## config.mk

```make
export PLATFORM = sky130hd
export DESIGN_NAME = probe_display_ctrl
export DESIGN_NICKNAME = d
export VERILOG_FILES = /design/src/rtl/probe_pkg.sv /design/src/rtl/hex7seg.sv /design/src/rtl/probe_display_ctrl.sv
export SDC_FILE = /design/constraint.sdc
export NUM_CORES = 1
export LEC_CHECK = 0
export BUFFER_PORTS_ARGS = -buffer_cell sky130_fd_sc_hd__buf_2
export CAP_MARGIN = 20
export CORE_MARGIN = 8
export CORE_UTILIZATION = 58
export DETAILED_ROUTE_END_ITERATION = 8
export GPL_ROUTABILITY_DRIVEN = 0
export GPL_TIMING_DRIVEN = 0
export PLACE_DENSITY_LB_ADDON = 0.15
export SYNTH_ARGS = -nofsm -noshare
export SYNTH_HDL_FRONTEND = slang
export SYNTH_SLANG_ARGS = --single-unit
```

## constraint.sdc

```tcl
create_clock -name Clock -period 3.88 [get_ports Clock]
set_clock_uncertainty 0.05 [all_clocks]
set_input_delay 0.194 -clock Clock [delete_from_list [all_inputs] [get_ports Clock]]
set_output_delay 0.194 -clock Clock [all_outputs]
set_load 0.005 [all_outputs]
```

## src/rtl/probe_pkg.sv

```systemverilog
// Shared constants and helpers for the debug-probe display block.
// Segment patterns are active-low, bit order gfedcba.
package probe_pkg;

    localparam logic [6:0] SEG_0    = 7'h40;
    localparam logic [6:0] SEG_1    = 7'h79;
    localparam logic [6:0] SEG_2    = 7'h24;
    localparam logic [6:0] SEG_3    = 7'h30;
    localparam logic [6:0] SEG_4    = 7'h19;
    localparam logic [6:0] SEG_5    = 7'h12;
    localparam logic [6:0] SEG_6    = 7'h02;
    localparam logic [6:0] SEG_7    = 7'h78;
    localparam logic [6:0] SEG_8    = 7'h00;
    localparam logic [6:0] SEG_9    = 7'h10;
    localparam logic [6:0] SEG_A    = 7'h08;
    localparam logic [6:0] SEG_B    = 7'h03;
    localparam logic [6:0] SEG_C    = 7'h46;
    localparam logic [6:0] SEG_D    = 7'h21;
    localparam logic [6:0] SEG_E    = 7'h06;
    localparam logic [6:0] SEG_F    = 7'h0E;
    localparam logic [6:0] SEG_DASH = 7'h3F;

    function automatic logic [6:0] hex_to_seg7(input logic [3:0] nib);
        logic [6:0] seg;
        seg = SEG_DASH;
        case (nib)
            4'h0: seg = SEG_0;
            4'h1: seg = SEG_1;
            4'h2: seg = SEG_2;
            4'h3: seg = SEG_3;
            4'h4: seg = SEG_4;
            4'h5: seg = SEG_5;
            4'h6: seg = SEG_6;
            4'h7: seg = SEG_7;
            4'h8: seg = SEG_8;
            4'h9: seg = SEG_9;
            4'hA: seg = SEG_A;
            4'hB: seg = SEG_B;
            4'hC: seg = SEG_C;
            4'hD: seg = SEG_D;
            4'hE: seg = SEG_E;
            default: seg = SEG_F;
        endcase
        return seg;
    endfunction

endpackage

```

## src/rtl/hex7seg.sv

```systemverilog
// Single-digit combinational hex to seven-segment decoder.
module hex7seg
    import probe_pkg::*;
(
    input  logic [3:0] nib_i,
    output logic [6:0] seg_o
);

    assign seg_o = hex_to_seg7(nib_i);

endmodule

```

## src/rtl/probe_display_ctrl.sv

```systemverilog
// Registered debug-probe outputs: bus LEDs, timestep digit, stretched DONE LED,
// and a hex display showing the live bus, a register port, or captured history.
module probe_display_ctrl
    import probe_pkg::*;
#(
    parameter int unsigned DATA_W     = 10,
    parameter int unsigned TIME_W     = 2,
    parameter int unsigned HIST_DEPTH = 8,
    parameter int unsigned STRETCH    = 4
) (
    input  logic                            Clock,
    input  logic                            Reset,
    input  logic [DATA_W-1:0]               BUS,
    input  logic [DATA_W-1:0]               REG,
    input  logic [TIME_W-1:0]               TIME,
    input  logic                            DONE,
    input  logic                            Pkb,
    input  logic                            Hist,
    input  logic                            Step,
    output logic [DATA_W-1:0]               LED_B,
    output logic [7*((DATA_W+3)/4)-1:0]     DHEX,
    output logic [6:0]                      THEX,
    output logic                            LED_D,
    output logic [$clog2(HIST_DEPTH)-1:0]   HIST_IDX,
    output logic                            HIST_VLD
);

    localparam int NDIG  = (DATA_W + 3) / 4;
    localparam int HEX_W = 4 * NDIG;
    localparam int IDX_W = $clog2(HIST_DEPTH);
    localparam int CNT_W = IDX_W + 1;
    localparam int STR_W = (STRETCH > 0) ? $clog2(STRETCH + 1) : 1;

    logic              done_q, step_q, hist_q;
    logic              done_rise, step_rise, hist_rise;
    logic [IDX_W-1:0]  wr_ptr_q, wr_ptr_d;
    logic [CNT_W-1:0]  count_q, count_d;
    logic [IDX_W-1:0]  offset_q, offset_d;
    logic [STR_W-1:0]  str_q, str_d;
    logic [IDX_W-1:0]  rd_idx;
    logic [DATA_W-1:0] disp_val;
    logic              show_dash;
    logic [DATA_W-1:0] hist_mem_q [HIST_DEPTH];

    logic [HEX_W+3:0]        nib_all;
    logic [7*(NDIG+1)-1:0]   seg_all;
    logic [DATA_W-1:0]       led_b_q;
    logic [7*NDIG-1:0]       dhex_q, dhex_d;
    logic [6:0]              thex_q;
    logic                    led_d_q, vld_q;

    // NOTE: every variable driven here gets a default first so no path leaves it
    // unassigned; otherwise synthesis would infer a latch to hold the old value.
    always_comb begin
        done_rise = DONE & ~done_q;
        step_rise = Step & ~step_q;
        hist_rise = Hist & ~hist_q;
        wr_ptr_d  = wr_ptr_q;
        count_d   = count_q;
        offset_d  = offset_q;
        str_d     = str_q;

        if (done_rise) begin
            wr_ptr_d = wr_ptr_q + IDX_W'(1);
            if (count_q != CNT_W'(HIST_DEPTH))
                count_d = count_q + CNT_W'(1);
        end

        // Wrap decision uses the pre-capture count even if DONE rises together.
        if (hist_rise)
            offset_d = '0;
        else if (step_rise && Hist && count_q != '0)
            offset_d = ({1'b0, offset_q} == count_q - CNT_W'(1)) ? '0 : offset_q + IDX_W'(1);

        if (DONE)
            str_d = STR_W'(STRETCH);
        else if (str_q != '0)
            str_d = str_q - STR_W'(1);

        rd_idx    = wr_ptr_q - IDX_W'(1) - offset_q;
        show_dash = Hist && (count_q == '0);
        if (Hist)
            disp_val = hist_mem_q[rd_idx];
        else
            disp_val = Pkb ? BUS : REG;

        nib_all = {4'(TIME), HEX_W'(disp_val)};
        dhex_d  = show_dash ? {NDIG{SEG_DASH}} : seg_all[7*NDIG-1:0];
    end

    // Data digits 0..NDIG-1 plus the timestep digit at index NDIG.
    for (genvar g = 0; g <= NDIG; g++) begin : g_dig
        hex7seg u_hex (
            .nib_i (nib_all[4*g +: 4]),
            .seg_o (seg_all[7*g +: 7])
        );
    end

    // NOTE: state registers use non-blocking assignments so every flop samples
    // values from before the edge, independent of statement order.
    always_ff @(posedge Clock) begin
        if (Reset) begin
            done_q   <= 1'b0;
            step_q   <= 1'b0;
            hist_q   <= 1'b0;
            wr_ptr_q <= '0;
            count_q  <= '0;
            offset_q <= '0;
            str_q    <= '0;
            led_b_q  <= '0;
            dhex_q   <= {NDIG{SEG_0}};
            thex_q   <= SEG_0;
            led_d_q  <= 1'b0;
            vld_q    <= 1'b0;
        end else begin
            done_q   <= DONE;
            step_q   <= Step;
            hist_q   <= Hist;
            wr_ptr_q <= wr_ptr_d;
            count_q  <= count_d;
            offset_q <= offset_d;
            str_q    <= str_d;
            led_b_q  <= BUS;
            dhex_q   <= dhex_d;
            thex_q   <= seg_all[7*NDIG +: 7];
            led_d_q  <= DONE | (str_q != '0);
            vld_q    <= (count_d != '0);
        end
    end

    // NOTE: the history array has no reset; entries are unreachable until
    // count_q says they were written, so clearing them would be wasted logic.
    always_ff @(posedge Clock) begin
        if (!Reset && done_rise)
            hist_mem_q[wr_ptr_q] <= BUS;
    end

    assign LED_B    = led_b_q;
    assign DHEX     = dhex_q;
    assign THEX     = thex_q;
    assign LED_D    = led_d_q;
    assign HIST_IDX = offset_q;
    assign HIST_VLD = vld_q;

endmodule

```

==> results of run 1 <==
[power breakdown]
| group | switching [uW] | total (uW) | internal (uW) | leakage [uW] |
|---|---|---|---|---|
| clock | 579 | 1620 | 1040 | 0.000288 |
| sequential | 19.9 | 1580 | 1560 | 0.00116 |
| combinational | 298 | 566 | 268 | 0.00148 |
[layer usage]
| metal | share of wire | up-vias | GRT usage |
|---|---|---|---|
| met2 | 0.51 | 104 | 0.332 |
| met3 | 0.063 | 15 | 0.0543 |
| met4 | 0.016 | 0 | 0.0939 |
| met5 | 0 | - | 0 |
| li1 | - | 1769 | - |
| met1 | 0.41 | 1787 | 0.226 |
[metrics by stage]
step	std cells	worst slack, ns
2_1_floorplan	427	0.662
3_3_place_gp	628	0.122
3_5_place_dp	630	0.126
4_1_cts	678	0.0820
5_1_grt	682	0.0308
6_report	682	0.281
[final cells by class]
class	instances	area, um2	area share
Clock buffer	18	418	0.0578
Clock inverter	14	183	0.0253
Timing Repair Buffer	90	564	0.0781
Sequential cell	133	3460	0.479
Tap cell	133	166	0.0230
Multi-Input combinational cell	246	2170	0.301
Inverter	22	82.6	0.0114
Buffer	26	174	0.0241
[cell families (layout without fill, tap and decap cells)]
group | after synthesis | in the layout | share of synthesized area
DFF | 133 | 133 | 0.590
xor gates and xnor gates | 16 | 16 | 0.0262
AOI/OAI and AO/OA | 57 | 57 | 0.0637
adders and majority gates | 26 | 26 | 0.0567
muxes | 49 | 49 | 0.140
buffers and inverters | 48 | 170 | 0.0433
other | 1 | 1 | 0.000639
and+or+nand+nor | 97 | 97 | 0.0795
[flip-flops by register name, summed over array words and instances, names as in the netlist]
signal / count
DHEX: 20
HIST_IDX: 3
HIST_VLD: 1
LED_B: 10
LED_D: 1
THEX: 5
count_q: 4
done_q: 1
hist_mem_q: 80
hist_q: 1
step_q: 1
str_q: 3
wr_ptr_q: 3
[cell usage in the layout, fill, tap and decap left out, drive strengths merged, types with 4 or more instances in the layout]
cell	count
a211oi	5
a21oi	28
a31oi	6
buf	90
bufinv	4
clkbuf	28
clkinv	6
dfxtp	53
dlygate4sd3	16
edfxtp	80
ha	25
inv	24
mux2	8
mux2i	21
mux4	20
nand2	22
nand2b	6
nor2	33
nor2b	18
nor3	7
o21ai	8
xnor2	5
xor2	10
[how the worst max path moves through the flow]
stage	cells past startpoint	slack, ns	startpoint	end
floorplan	14	0.66	HIST_IDX[0]	DHEX[3]
global placement	13	0.12	wr_ptr_q[0]	DHEX[3]
detailed placement	13	0.13	wr_ptr_q[0]	DHEX[3]
CTS	12	0.08	wr_ptr_q[1]	DHEX[3]
global route	13	0.03	wr_ptr_q[0]	DHEX[3]
finish	13	0.28	wr_ptr_q[0]	DHEX[3]
[Yosys cell counts, drive strengths merged, types with 2 or more instances]
library cell  instances
and2                  2
a211oi                5
inv                  22
clkbuf               10
a31oi                 6
mux4                 20
a21oi                28
nor2                 33
mux2                  8
xor2                 10
or3                   2
buf                  16
nand2b                6
nor3                  7
o221ai                2
nand3b                2
xnor2                 5
edfxtp               80
nor2b                18
nand2                22
nand3                 2
mux2i                21
o21ai                 8
dfxtp                53
ha                   25
[critical path, delay by kind of cell, from the launching register on]
family	cells	cell delay, ns
AO/OA/AOI/OAI	2	0.34
buffers and inverters	4	0.70
multiplexers	4	1.04
flip-flops	1	0.42
adder cells (fa/ha/maj)	3	0.93
[repair_timing]
item | CTS | global route
endpoints found under the hold margin | 102 | 0
gates resized for setup | 0 | 5
endpoints found under the setup margin | 0 | 2
hold buffers | 16 | 0
==> impl_summary.log, run 1 <==
[metrics] number of buffers added on ports: 68
[metrics] Worst Hold Margin: 0.105 ns
[metrics] area of the core: 9820 um2
[metrics] final core utilization: 0.736
[metrics] library cell contributing the largest single delay on the critical path: sky130_fd_sc_hd__fa_1
[metrics] Mapped Nets: 481
[metrics] Worst R2R Setup Slack: 0.28 ns
[metrics] setup repair after global routing missed its margin: no
[metrics] Worst Hold End: DHEX[16]
[metrics] r2r startpoint: wr_ptr_q[0]
[metrics] total power density per cell area: 520 nW/um2
[metrics] final wirelength: 12.4 mm
[metrics] number of global-route vias before repair: 3821
[metrics] worst hold path startpoint: REG[8]
[metrics] final-layout setup total negative slack: 0 ns
[metrics] clock transition at the registers of the reported paths: 0.06 ns
[metrics] ranking of synthesized cells by area: sky130_fd_sc_hd__edfxtp_1 41%, sky130_fd_sc_hd__dfxtp_1 18%, sky130_fd_sc_hd__mux4_1 8.1%, sky130_fd_sc_hd__ha_1 5.3%, sky130_fd_sc_hd__mux2i_1 3.6%
[metrics] headroom to the max-slew limit: 0.269
[metrics] slowest cell delay on critical path: 0.51 ns
[metrics] I/O pin count: 71
[metrics] Critical Path Fanout Max: 10
[metrics] maximum number of pins on one net before global-route repair: 17
[metrics] number of setup violations in the final report: 0
[metrics] count of routing violations after the opening detailed-route iteration: 197
[metrics] post-synthesis register bit count: 133
[metrics] ANT nets after route: 0
[metrics] Die Area: 13600 um2
[metrics] cts bufs inserted: 17
[metrics] Power, Total: 3760 uW
[metrics] actual slew at the worst max-slew pin: 1.09 ns
[metrics] class of the tightest hold or removal check: in -> reg
[metrics] global route overflow: 0
[metrics] Worst Path Required: 4.21 ns
[metrics] Arr. time, crit path: 3.93 ns
[metrics] proportion of synthesized flip-flops having asynchronous set or reset: 0
[metrics] area of all placed cells without fillers: 7230 um2
[metrics] Syn. warnings: 0
[metrics] insertion delay of the later-clocked pin in the worst-skew pair: 0.52 ns
[metrics] number of synthesized flops with an enable pin: 80
[metrics] drt drc: 0
[metrics] number of clock sinks: 133
[metrics] Distinct cells, synth: 49
[metrics] Core Rows: 36
[metrics] post-synthesis instance area: 5870 um2
[metrics] number of vias in the routed layout: 3675
[metrics] MaxCap Viol Count: 0
[metrics] signed area change from the synthesized netlist to the final layout: 23.1%
[metrics] overall track demand over capacity in global routing: 0.196
[metrics] detailed placer's ending HPWL: 8.14 mm
[metrics] highest ir drop seen on vdd: 0.362 mV
[metrics] Synth Flop Type: sky130_fd_sc_hd__edfxtp_1
[metrics] Via density: 5.39
[metrics] CP Cell Sequence: ha_1, inv_1, fa_1, buf_2, buf_4, mux4_1, mux2_2, a21oi_4, inv_1, ha_1, mux2_2, mux2i_1, a21oi_1
[metrics] area share of the largest cell type after synthesis: 0.409
[metrics] Diodes inserted: 0
[metrics] Final Cycle Share: 0.928
[metrics] fraction of layout instances using a drive strength above 1: 0.253
[metrics] number of nets in the final layout: 590
[metrics] synthesized instance count: 427
[metrics] mean instance size in the synthesized netlist: 13.7 um2
[metrics] overall die width: 117 um
[metrics] category of the critical setup timing path: reg -> reg
[metrics] number of H-tree levels: 4
[metrics] portion of the post-synthesis area used by sequential elements: 0.590
[metrics] wire length of the first global-routing pass: 19.6 mm
[metrics] endpoints failing hold: 0
[metrics] number of max-slew violations in the final report: 0
[metrics] status: completed
[metrics] effective utilization at floorplan: 0.598
[metrics] buffer cell driving the clock tree root: sky130_fd_sc_hd__clkbuf_8
[metrics] number of antenna violations at the first check in global routing: 0
[metrics] type of element launching the critical path: flop
[metrics] first-pass iteration count of the detailed router: 4
[metrics] fmax: 278 MHz
[metrics] Longest Clk Path Bufs: 2
[metrics] leakage dissipation: 0.00293 uW
[metrics] number of fillers in the final layout: 675
[metrics] FF-to-FF path depth: 13
[metrics] DIE HEIGHT: 117 um
[metrics] number of buffers inserted by post-CTS setup repair: 0
[metrics] clock period minus worst slack: 3.60 ns
[metrics] CTS tree: done
[metrics] Critical R2R Capture: DHEX[3]
[metrics] cell type contributing the most total cell area after synthesis: sky130_fd_sc_hd__edfxtp_1
[metrics] Worst Hold Path Cells: 6
[metrics] Wirelength per Cell: 18.2 um
[metrics] critical path capture point type: flop
[metrics] Placed Area: 6410 um2
Note: power is estimated with default switching activity, not from simulation.
==> run 2: changes to the inputs <==
--- a/config.mk
+++ b/config.mk
@@ -7,8 +7,10 @@
 export LEC_CHECK = 0
 export BUFFER_PORTS_ARGS = -buffer_cell sky130_fd_sc_hd__buf_2
 export CAP_MARGIN = 20
+export CELL_PAD_IN_SITES_DETAIL_PLACEMENT = 2
+export CELL_PAD_IN_SITES_GLOBAL_PLACEMENT = 2
 export CORE_MARGIN = 8
-export CORE_UTILIZATION = 58
+export CORE_UTILIZATION = 40
 export DETAILED_ROUTE_END_ITERATION = 8
 export GPL_ROUTABILITY_DRIVEN = 0
 export GPL_TIMING_DRIVEN = 0
==> run 2 against run 1 <==
Compared with the run above:
- count of clock-buffer cells in the layout is the same
- combinational power grew 6.2%
- die area grew 38%
- via count grew 3.1%
==> impl_summary.log, run 2 (synthesis results as in run 1) <==
[metrics] status: completed
[metrics] critical path capture point type: flop
[metrics] relative contribution of combinational cells to total power: 0.159
[metrics] highest-count cells in the layout ignoring fill and taps: 80 x sky130_fd_sc_hd__edfxtp_1, 70 x sky130_fd_sc_hd__buf_2, 52 x sky130_fd_sc_hd__dfxtp_1
[metrics] wire length of the first global-routing pass: 24.1 mm
[metrics] number of antenna violations at the first check in global routing: 0
[metrics] fraction of layout instances using a drive strength above 1: 0.272
[metrics] clock transition at the registers of the reported paths: 0.06 ns
[metrics] category of the critical setup timing path: reg -> reg
[metrics] FF-to-FF path depth: 12
[metrics] number of clock sinks: 133
[metrics] MaxCap Viol Count: 0
[metrics] drt drc: 0
[metrics] area of the core: 14400 um2
[metrics] Diodes inserted: 0
[metrics] r2r startpoint: wr_ptr_q[1]
[metrics] effective utilization at floorplan: 0.407
[metrics] switching share of power: 0.262
[metrics] Worst R2R Setup Slack: 0.15 ns
[metrics] Wirelength per Cell: 21.4 um
[metrics] overall die width: 137 um
[metrics] final wirelength: 15.6 mm
[metrics] Via density: 5.20
[metrics] leakage dissipation: 0.00291 uW
[metrics] overall track demand over capacity in global routing: 0.173
[metrics] power share of the clock group: 0.422
[metrics] global route overflow: 0
[metrics] Arr. time, crit path: 3.96 ns
[metrics] Longest Clk Path Bufs: 2
[metrics] net load switching power: 988 uW
[metrics] portion of total power attributed to sequential cells: 0.419
[metrics] endpoints failing hold: 0
[metrics] buffer cell driving the clock tree root: sky130_fd_sc_hd__clkbuf_16
[metrics] Biggest register: hist_mem_q
[metrics] clock period minus worst slack: 3.73 ns
[metrics] most frequent standard cell in the layout excluding fill and tap cells: sky130_fd_sc_hd__edfxtp_1
[metrics] CTS tree: done
[metrics] number of max-slew violations in the final report: 0
[metrics] fmax: 268 MHz
[metrics] total power density per cell area: 522 nW/um2
[metrics] number of nets in the final layout: 586
[metrics] Worst Path Required: 4.12 ns
[metrics] worst setup slack before clock tree synthesis: -0.00621 ns
[metrics] number of buffers added on ports: 68
[metrics] signed area change from the synthesized netlist to the final layout: 23.1%
[metrics] start point of the critical path: wr_ptr_q[1]
[metrics] total internal power: 2780 uW
[metrics] class of the tightest hold or removal check: in -> reg
[metrics] Die Area: 18800 um2
[metrics] Setup WS post-layout: 0.151 ns
[metrics] Critical Path Fanout Max: 10
[metrics] I/O pin count: 71
[metrics] number of setup violations in the final report: 0
[metrics] DIE HEIGHT: 137 um
[metrics] number of vias in the routed layout: 3789
[metrics] highest ir drop seen on vdd: 0.302 mV
[metrics] headroom to the max-slew limit: 0.483
[metrics] final-layout setup total negative slack: 0 ns
[metrics] Worst setup endpoint: DHEX[3]
[metrics] count of routing violations after the opening detailed-route iteration: 170
[metrics] insertion delay of the later-clocked pin in the worst-skew pair: 0.42 ns
[metrics] maximum number of pins on one net before global-route repair: 17
[metrics] cts bufs inserted: 17
[metrics] flip-flop count of the largest register after layout: 80
[metrics] detailed placer's ending HPWL: 10.7 mm
[metrics] number of global-route vias before repair: 4202
[metrics] first-pass iteration count of the detailed router: 4
[metrics] Final Cycle Share: 0.961
[metrics] Critical R2R Capture: DHEX[3]
[metrics] Core Rows: 44
[metrics] actual slew at the worst max-slew pin: 0.774 ns
[metrics] ANT nets after route: 0
[metrics] number of H-tree levels: 4
[metrics] type of element launching the critical path: flop
==> run 2: worst min-delay path by stage <==
stage                     cells after the start               end    start
after floorplan                               1           THEX[2]  TIME[0]
after global placement                        2           THEX[2]  TIME[0]
after detailed placement                      2           THEX[2]  TIME[0]
after CTS                                     1  hist_mem_q[2][4]   BUS[4]
after global routing                          1  hist_mem_q[6][4]   BUS[4]
final                                         1  hist_mem_q[5][0]   BUS[0]
==> run 2: worst max-delay path, cell delays in order, from the launching register on <==
cell                       delay [ns]
sky130_fd_sc_hd__dfxtp_1         0.48
sky130_fd_sc_hd__inv_1           0.13
sky130_fd_sc_hd__fa_1            0.56
sky130_fd_sc_hd__clkbuf_4        0.25
sky130_fd_sc_hd__clkbuf_4        0.26
sky130_fd_sc_hd__mux4_1          0.33
sky130_fd_sc_hd__mux2_2          0.32
sky130_fd_sc_hd__a21oi_4         0.25
sky130_fd_sc_hd__inv_1           0.17
sky130_fd_sc_hd__ha_1            0.27
sky130_fd_sc_hd__mux2_2          0.28
sky130_fd_sc_hd__mux2i_1         0.15
sky130_fd_sc_hd__a21oi_1         0.09
==> run 2: repair_timing <==
action / in CTS / in global routing
hold buffers: 5 / 0
resized for setup: 2 / 3
endpoints found under the setup margin: 2 / 8
setup buffers: 0 / 5
endpoints found under the hold margin: 9 / 0
pin swaps: 0 / 1
==> run 2: power by group through the flow <==
stage                     Clock (uW)  Sequential [uW]  Combinational (uW)
after floorplan                    0             1610                 374
after global placement             0             1610                 553
after detailed placement           0             1610                 573
after CTS                       1610             1580                 593
after global routing            1660             1590                 657
final                           1590             1580                 601
==> run 2: per-stage QoR <==
stage               hold WS, ns  utilization  cells  area (um2)  power, uW
finish                   0.0123        0.501    729        7230       3770
floorplan                 0.216            -    427        5870       1990
global placement          0.325        0.447    679        6440       2160
detailed placement        0.329        0.454    687        6540       2180
CTS                     0.00292        0.498    724        7180       3780
global route             0.0200        0.501    729        7230       3900
==> run 2: per-layer routing <==
metal	wire, um	GRT usage	share of wire	vias up
li1	-	-	-	1759
met1	6870	0.213	0.44	1927
met2	7800	0.288	0.50	76
met3	555	0.0415	0.036	27
met5	0	0	0	-
met4	381	0.0664	0.024	0
==> run 2: cell type report <==
class / count / area, um2
fillers: 1404 / 7200
flip-flops and latches: 133 / 3460
multi-input cells: 246 / 2170
repair buffers: 86 / 518
clock buffers: 18 / 429
well taps: 184 / 230
plain buffers: 26 / 176
clock inverters: 14 / 150
inverters: 22 / 82.6
